--- src/rtl/encoder_fec_pkg.sv ---
// Shared types and constants for the FEC encoder datapath.
package encoder_fec_pkg;

    localparam int DATA_WIDTH = 8;
    typedef logic [DATA_WIDTH-1:0] message_data_t;

    localparam int                CONV_K                = 7;
    localparam logic [CONV_K-1:0] CONV_G0               = 7'o171;
    localparam logic [CONV_K-1:0] CONV_G1               = 7'o133;
    localparam int                CONV_SYMBOLS_PER_WORD = DATA_WIDTH + CONV_K - 1;

    typedef logic [1:0] code_symbol_t;

    typedef enum logic [1:0] {
        IDLE,
        WAIT,
        DATA,
        TAIL
    } conv_state_t;

endpackage

--- src/rtl/conv_encoder_core.sv ---
// Combinational code-bit generator for a rate-1/2 convolutional encoder.
// The tap vector puts the current input bit at the MSB, followed by the
// history bits from most recent (sr[0]) to oldest (sr[K-2]).
module conv_encoder_core
    import encoder_fec_pkg::*;
#(
    parameter int           K  = CONV_K,
    parameter logic [K-1:0] G0 = CONV_G0,
    parameter logic [K-1:0] G1 = CONV_G1
) (
    input  logic         bit_in,
    input  logic [K-2:0] sr,
    output code_symbol_t code
);

    logic [K-1:0] taps;

    // Assemble the tap vector and reduce each generator mask to one parity bit.
    always_comb begin
        taps      = '0;
        taps[K-1] = bit_in;
        for (int i = 0; i < K - 1; i++) begin
            taps[K-2-i] = sr[i];
        end
        code = {^(taps & G0), ^(taps & G1)};
    end

endmodule

--- src/rtl/fec_conv_encoder.sv ---
// Pops message words from the fifo and emits them MSB-first as rate-1/2,
// K=7 convolutional code symbols, terminating every word with K-1 zero
// tail bits so the encoder history returns to all-zero between words.
module fec_conv_encoder
    import encoder_fec_pkg::*;
#(
    parameter int                        DATA_WIDTH     = encoder_fec_pkg::DATA_WIDTH,
    parameter int                        CONSTRAINT_LEN = CONV_K,
    parameter logic [CONSTRAINT_LEN-1:0] G0             = CONV_G0,
    parameter logic [CONSTRAINT_LEN-1:0] G1             = CONV_G1
) (
    input  logic                  clk,
    input  logic                  rst,
    input  logic                  fifo_empty,
    output logic                  fifo_rd_en,
    input  logic                  fifo_rd_valid,
    input  logic [DATA_WIDTH-1:0] fifo_data,
    output code_symbol_t          code_out,
    output logic                  code_valid,
    input  logic                  code_ready,
    output logic                  code_last,
    output logic                  busy
);

    localparam int IDX_W  = (DATA_WIDTH > 1) ? $clog2(DATA_WIDTH) : 1;
    localparam int TAIL_W = (CONSTRAINT_LEN > 2) ? $clog2(CONSTRAINT_LEN - 1) : 1;

    conv_state_t                  state_q, state_d;
    logic [DATA_WIDTH-1:0]        word_q, word_d;
    logic [IDX_W-1:0]             idx_q, idx_d;
    logic [TAIL_W-1:0]            tail_q, tail_d;
    logic [CONSTRAINT_LEN-2:0]    sr_q, sr_d;
    logic                         rd_en_q, rd_en_d;
    logic                         bit_in;
    code_symbol_t                 core_code;

    conv_encoder_core #(
        .K  (CONSTRAINT_LEN),
        .G0 (G0),
        .G1 (G1)
    ) u_core (
        .bit_in (bit_in),
        .sr     (sr_q),
        .code   (core_code)
    );

    // Control state, encoder history and counters; reset aborts any word in flight.
    always_ff @(posedge clk or posedge rst) begin
        if (rst) begin
            state_q <= IDLE;
            idx_q   <= '0;
            tail_q  <= '0;
            sr_q    <= '0;
            rd_en_q <= 1'b0;
        end else begin
            state_q <= state_d;
            idx_q   <= idx_d;
            tail_q  <= tail_d;
            sr_q    <= sr_d;
            rd_en_q <= rd_en_d;
        end
    end

    // Message word holding register; only meaningful while a word is in flight.
    always_ff @(posedge clk) begin
        word_q <= word_d;
    end

    // Next-state, counter and output decode; symbols only advance on a handshake.
    always_comb begin
        state_d    = state_q;
        word_d     = word_q;
        idx_d      = idx_q;
        tail_d     = tail_q;
        sr_d       = sr_q;
        rd_en_d    = 1'b0;
        bit_in     = 1'b0;
        code_valid = 1'b0;
        code_last  = 1'b0;

        case (state_q)
            IDLE: begin
                if (!fifo_empty) begin
                    rd_en_d = 1'b1;
                    state_d = WAIT;
                end
            end
            WAIT: begin
                if (fifo_rd_valid) begin
                    word_d  = fifo_data;
                    idx_d   = IDX_W'(DATA_WIDTH - 1);
                    state_d = DATA;
                end
            end
            DATA: begin
                code_valid = 1'b1;
                bit_in     = word_q[idx_q];
                if (code_ready) begin
                    sr_d = {sr_q[CONSTRAINT_LEN-3:0], bit_in};
                    if (idx_q == '0) begin
                        tail_d  = TAIL_W'(CONSTRAINT_LEN - 2);
                        state_d = TAIL;
                    end else begin
                        idx_d = idx_q - 1'b1;
                    end
                end
            end
            TAIL: begin
                code_valid = 1'b1;
                code_last  = (tail_q == '0);
                if (code_ready) begin
                    sr_d = {sr_q[CONSTRAINT_LEN-3:0], 1'b0};
                    if (tail_q == '0) begin
                        state_d = IDLE;
                    end else begin
                        tail_d = tail_q - 1'b1;
                    end
                end
            end
            default: begin
                state_d = IDLE;
            end
        endcase
    end

    assign fifo_rd_en = rd_en_q;
    assign code_out   = code_valid ? core_code : 2'b00;
    assign busy       = (state_q != IDLE);

endmodule

--- config.mk ---
export PLATFORM = sky130hd
export DESIGN_NAME = fec_conv_encoder
export DESIGN_NICKNAME = d
export VERILOG_FILES = /design/src/rtl/encoder_fec_pkg.sv /design/src/rtl/conv_encoder_core.sv /design/src/rtl/fec_conv_encoder.sv
export SDC_FILE = /design/constraint.sdc
export NUM_CORES = 1
export LEC_CHECK = 0
export BUFFER_PORTS_ARGS = -buffer_cell sky130_fd_sc_hd__buf_2
export CAP_MARGIN = 20
export CORE_MARGIN = 3
export CORE_UTILIZATION = 30
export CTS_CLUSTER_DIAMETER = 200
export DETAILED_ROUTE_END_ITERATION = 10
export REMOVE_ABC_BUFFERS = 1
export SYNTH_ARGS = -nofsm -noshare
export SYNTH_HDL_FRONTEND = slang
export SYNTH_HIERARCHICAL = 1
export SYNTH_SLANG_ARGS = --single-unit
--- constraint.sdc ---
create_clock -name clk -period 4.3 [get_ports clk]
set_input_delay 0.86 -clock clk [delete_from_list [all_inputs] [get_ports clk]]
set_output_delay 0.86 -clock clk [all_outputs]
set_load 0.005 [all_outputs]
==> metrics.log <==
[metrics] Pwr Density: 661 nW/um^2
[metrics] max layer used: met4
[metrics] share of cell area taken by muxes after synthesis: under 10%
[metrics] Pre-antenna DRT Iters: 4
[metrics] final cycle utilization of the critical path: 77.7%
[metrics] path category of the worst min-delay check: reg -> reg
[metrics] DRT Wirelength: between 2000 and 2500 um
[metrics] Crit. End Element: output port
[metrics] clock-pin slew of the registers on the worst-case setup and hold paths: about 0.08 ns
[metrics] Initial Utilization: between 30% and 40%
[metrics] WP data arrival: between 2 and 2.5 ns
[metrics] DR iter-0 viols: 57
[metrics] TritonCTS Buffers: 3
[metrics] worst path buffer plus inverter count: 3
[metrics] fraction of final layout cells sized beyond drive strength 1: between 20% and 30%
[metrics] endpoint required time on the critical path: between 3 and 4 ns
[metrics] final global-route overflow total: 0
[metrics] post-synthesis compound-gate area fraction: a little over a tenth
[metrics] highest-delay cell along the critical path: dfrtp_1
[metrics] startpoint type of the worst setup path: flop
[metrics] layout overhead on the synthesized area: 12.9%
[metrics] std cell rows: 23
[metrics] upper clock frequency limit: ~300 MHz
[metrics] per-cell routed wire length: ~12 um
[metrics] antenna violations before repair: 0
[metrics] portion of total power attributed to sequential cells: between 30% and 40%
[metrics] combinational family with the most area after synthesis: simple AND/OR/NAND/NOR gates
[metrics] Post-route DRC: 0
[metrics] clock tree from TritonCTS: built
[metrics] number of inserted diodes: 0
[metrics] Num Clock Sinks: 23
[metrics] routed vias: around 800
[metrics] GR Util All Layers: about a tenth
[metrics] Resized Gates After CTS: 0
[metrics] synth unique cells: 36
[metrics] Crit path largest cell delay: 0.40 ns
[metrics] basic-gate share of the synthesized area counting and, or, nand and nor cells: between 10% and 20%
[metrics] proportion of total power due to net switching: a little over a third
[metrics] later-pin clock latency in the skew report: 0.26 ns
[metrics] via count of the first global-routing pass: 816
[metrics] number of synthesized flops with an enable pin: 8
[metrics] maximum number of pins on one net before global-route repair: 16
[metrics] Leakage: between 0.6 and 0.7 nW
[metrics] P_sw: 0.332 mW
[metrics] buffers inserted by post-CTS timing repair: 0
[metrics] Total Nets Final: roughly 150
[metrics] count of endpoints failing hold in the final timing report: 0
[metrics] internal cell power: between 0.6 and 0.7 mW
[metrics] I/O Pins: 19
[metrics] outcome: completed
[metrics] cell occurring most often along the worst timing path: inv_1
[metrics] die area: between 5000 and 6000 sq um
[metrics] Die Y: around 71 um
[metrics] met2 WL: between 1000 and 1500 um
[metrics] flops & latches, synth: 23
[metrics] dpl cell area: about 1400 sq um
[metrics] met3 routed wirelength: roughly 120 um
[metrics] worst setup skew after layout: 0.00568 ns
[metrics] total number of yosys warnings: 6
[metrics] layout filler cell count: 412
[metrics] DP HPWL: between 1500 and 2000 um
[metrics] relative contribution of combinational cells to total power: 48.5%
[metrics] sequential fraction of the synthesis area: roughly 48%
[metrics] Synth Area in Adders: 7.88%
[metrics] clock period minus worst slack: about 3.3 ns
[metrics] Clock Tree Buf Depth: 2
[metrics] total standard cell area after synthesis: between 1000 and 1500 sq um
[metrics] detailed-route vias per instance: between 4 and 5
[metrics] clock network fraction of design power: between 10% and 20%
[metrics] Final GP Congestion: 0.822
[metrics] worst slew pin tran: between 0.5 and 0.6 ns
[metrics] Placeable Area: roughly 4000 sq um
[metrics] area share of xor/xnor cells in the synthesized design: under 10%
[metrics] Root Buffer: clkbuf_8
[metrics] number of cells in the finished layout apart from fillers: about 180
[metrics] number of placed cells counting well taps: 172
[metrics] summed area of non-filler cells in the final layout: between 1000 and 1500 sq um
[metrics] port bufs: 18
[metrics] antenna-violating nets left: 0
[metrics] worst slew slack as a fraction of its limit: between 60% and 70%
[metrics] crit-path leading delay family: compound AO/OA/AOI/OAI gates
[metrics] share of synthesized flip-flops with an asynchronous set or reset: about two thirds
[metrics] critical path fanouts, max: 7
[metrics] reported max-cap violation count: 0
[metrics] RSZ-0062 raised after global routing: no
[metrics] final setup TNS: 0 ns
[metrics] count of final max-slew check failures: 0
[metrics] crit path cell chain: inv_1 -> ha_1 -> inv_1 -> a221oi_1 -> o311a_1 -> xnor2_2 -> xor3_1 -> and2_1 -> buf_2
[metrics] Primary FF master, synth: dfrtp_1
[metrics] Post-CTS Hold Fix Bufs: 0
[metrics] chip width: approximately 71 um
[metrics] length of routed wiring on met1: around 990 um
[metrics] number of instances in the synthesized netlist: 107
[metrics] htree depth: 1
[metrics] Worst IR Drop VDD: between 0.0002 and 0.0003 V
[metrics] wire length of the first global-routing pass: 3730 um
[metrics] slack of the worst reg-to-reg path: 2.55 ns
[metrics] Setup violations, final: 0
[metrics] startpoint-to-endpoint class of the critical path: reg -> out
[metrics] average size of a mapped cell: 11.9 sq um
[power by group through the flow]
stage          logic (mW)  clock network, mW  registers, mW
6_report            0.459              0.133          0.356
5_1_grt             0.514              0.151          0.365
4_1_cts             0.468              0.138          0.356
3_5_place_dp        0.466                  0          0.361
3_3_place_gp        0.448                  0          0.357
2_1_floorplan       0.357                  0          0.347
[cells in the final DEF, fill, tap and decap left out, types with 2 or more instances in the layout]
| master | count |
|---|---|
| xor3_1 | 2 |
| nand2_1 | 4 |
| mux2i_1 | 4 |
| a21oi_1 | 3 |
| ha_1 | 8 |
| dfrtp_1 | 15 |
| inv_1 | 13 |
| nand2b_1 | 2 |
| edfxtp_1 | 8 |
| clkbuf_8 | 3 |
| mux2_2 | 6 |
| and2_1 | 5 |
| nand3_1 | 3 |
| buf_2 | 18 |
| nor2_1 | 6 |
| nor2b_1 | 2 |
| o21ai_0 | 3 |
[registers in the layout, indices dropped and copies added, names as in the netlist]
signal,cells
sr_q,6
state_q,2
tail_q,3
fifo_rd_en,1
idx_q,3
word_q,8
[routing by layer]
layer	vias up	GRT usage, %
met1	383	12.1
li1	411	-
met5	-	0
met4	0	2.71
met3	4	3.41
met2	21	14.7
[cell usage after synthesis (2+ instances only)]
cell | instances | area share [%]
a21oi_1 | 3 | 1.2
buf_6 | 3 | 2.7
nand2b_1 | 2 | 0.99
edfxtp_1 | 8 | 19
mux2_2 | 6 | 5.3
nor2b_1 | 2 | 0.99
mux2i_1 | 4 | 3.2
and2_1 | 5 | 2.5
ha_1 | 8 | 7.9
dfrtp_1 | 15 | 30
xor3_1 | 2 | 3.7
o21ai_0 | 3 | 1.2
inv_1 | 13 | 3.8
nor2_1 | 6 | 1.8
nand3_1 | 3 | 1.2
nand2_1 | 4 | 1.2
[final timing paths]
| path | depth (start not counted) | start | end |
|---|---|---|---|
| max | 9 | state_q[0] | code_out[1] |
| min | 1 | sr_q[3] | sr_q[3] |
| max reg2reg | 6 | state_q[0] | tail_q[1] |
| min reg2reg | 1 | sr_q[3] | sr_q[3] |
| max in group asynchronous | 2 | rst | idx_q[0] |
| min in group asynchronous | 2 | rst | tail_q[1] |
[metrics by stage]
stage | hold slack (ns) | setup WS (ns) | power [mW] | utilization, %
2_1_floorplan | 0.475 | 1.57 | 0.704 | -
3_3_place_gp | 0.483 | 1.36 | 0.805 | 34.5
3_5_place_dp | 0.498 | 1.23 | 0.827 | 34.5
4_1_cts | 0.517 | 0.932 | 0.963 | 35.6
5_1_grt | 0.540 | 0.768 | 1.03 | 35.6
6_report | 0.516 | 0.958 | 0.947 | 35.6
[area by class of cell]
class                      instances  area [sq um]  area share [%]
timing repair buffer              18          90.1            6.28
inverter                          13          48.8            3.40
sequential                        23           616            42.9
multi-input combinational         68           572            39.9
clock buffer                       4          45.0            3.14
tap                               50          62.6            4.36
[kinds of logic (layout without fill, tap and decap cells)]
| logic type | after synthesis | after routing |
|---|---|---|
| AO/OA/AOI/OAI | 19 | 19 |
| XOR/XNOR | 4 | 4 |
| adder cells (fa/ha/maj) | 8 | 8 |
| buffers and inverters | 16 | 35 |
| flip-flops | 23 | 23 |
| multiplexers | 11 | 11 |
| AND/OR/NAND/NOR | 26 | 26 |
(Power assumes the default switching activity.)
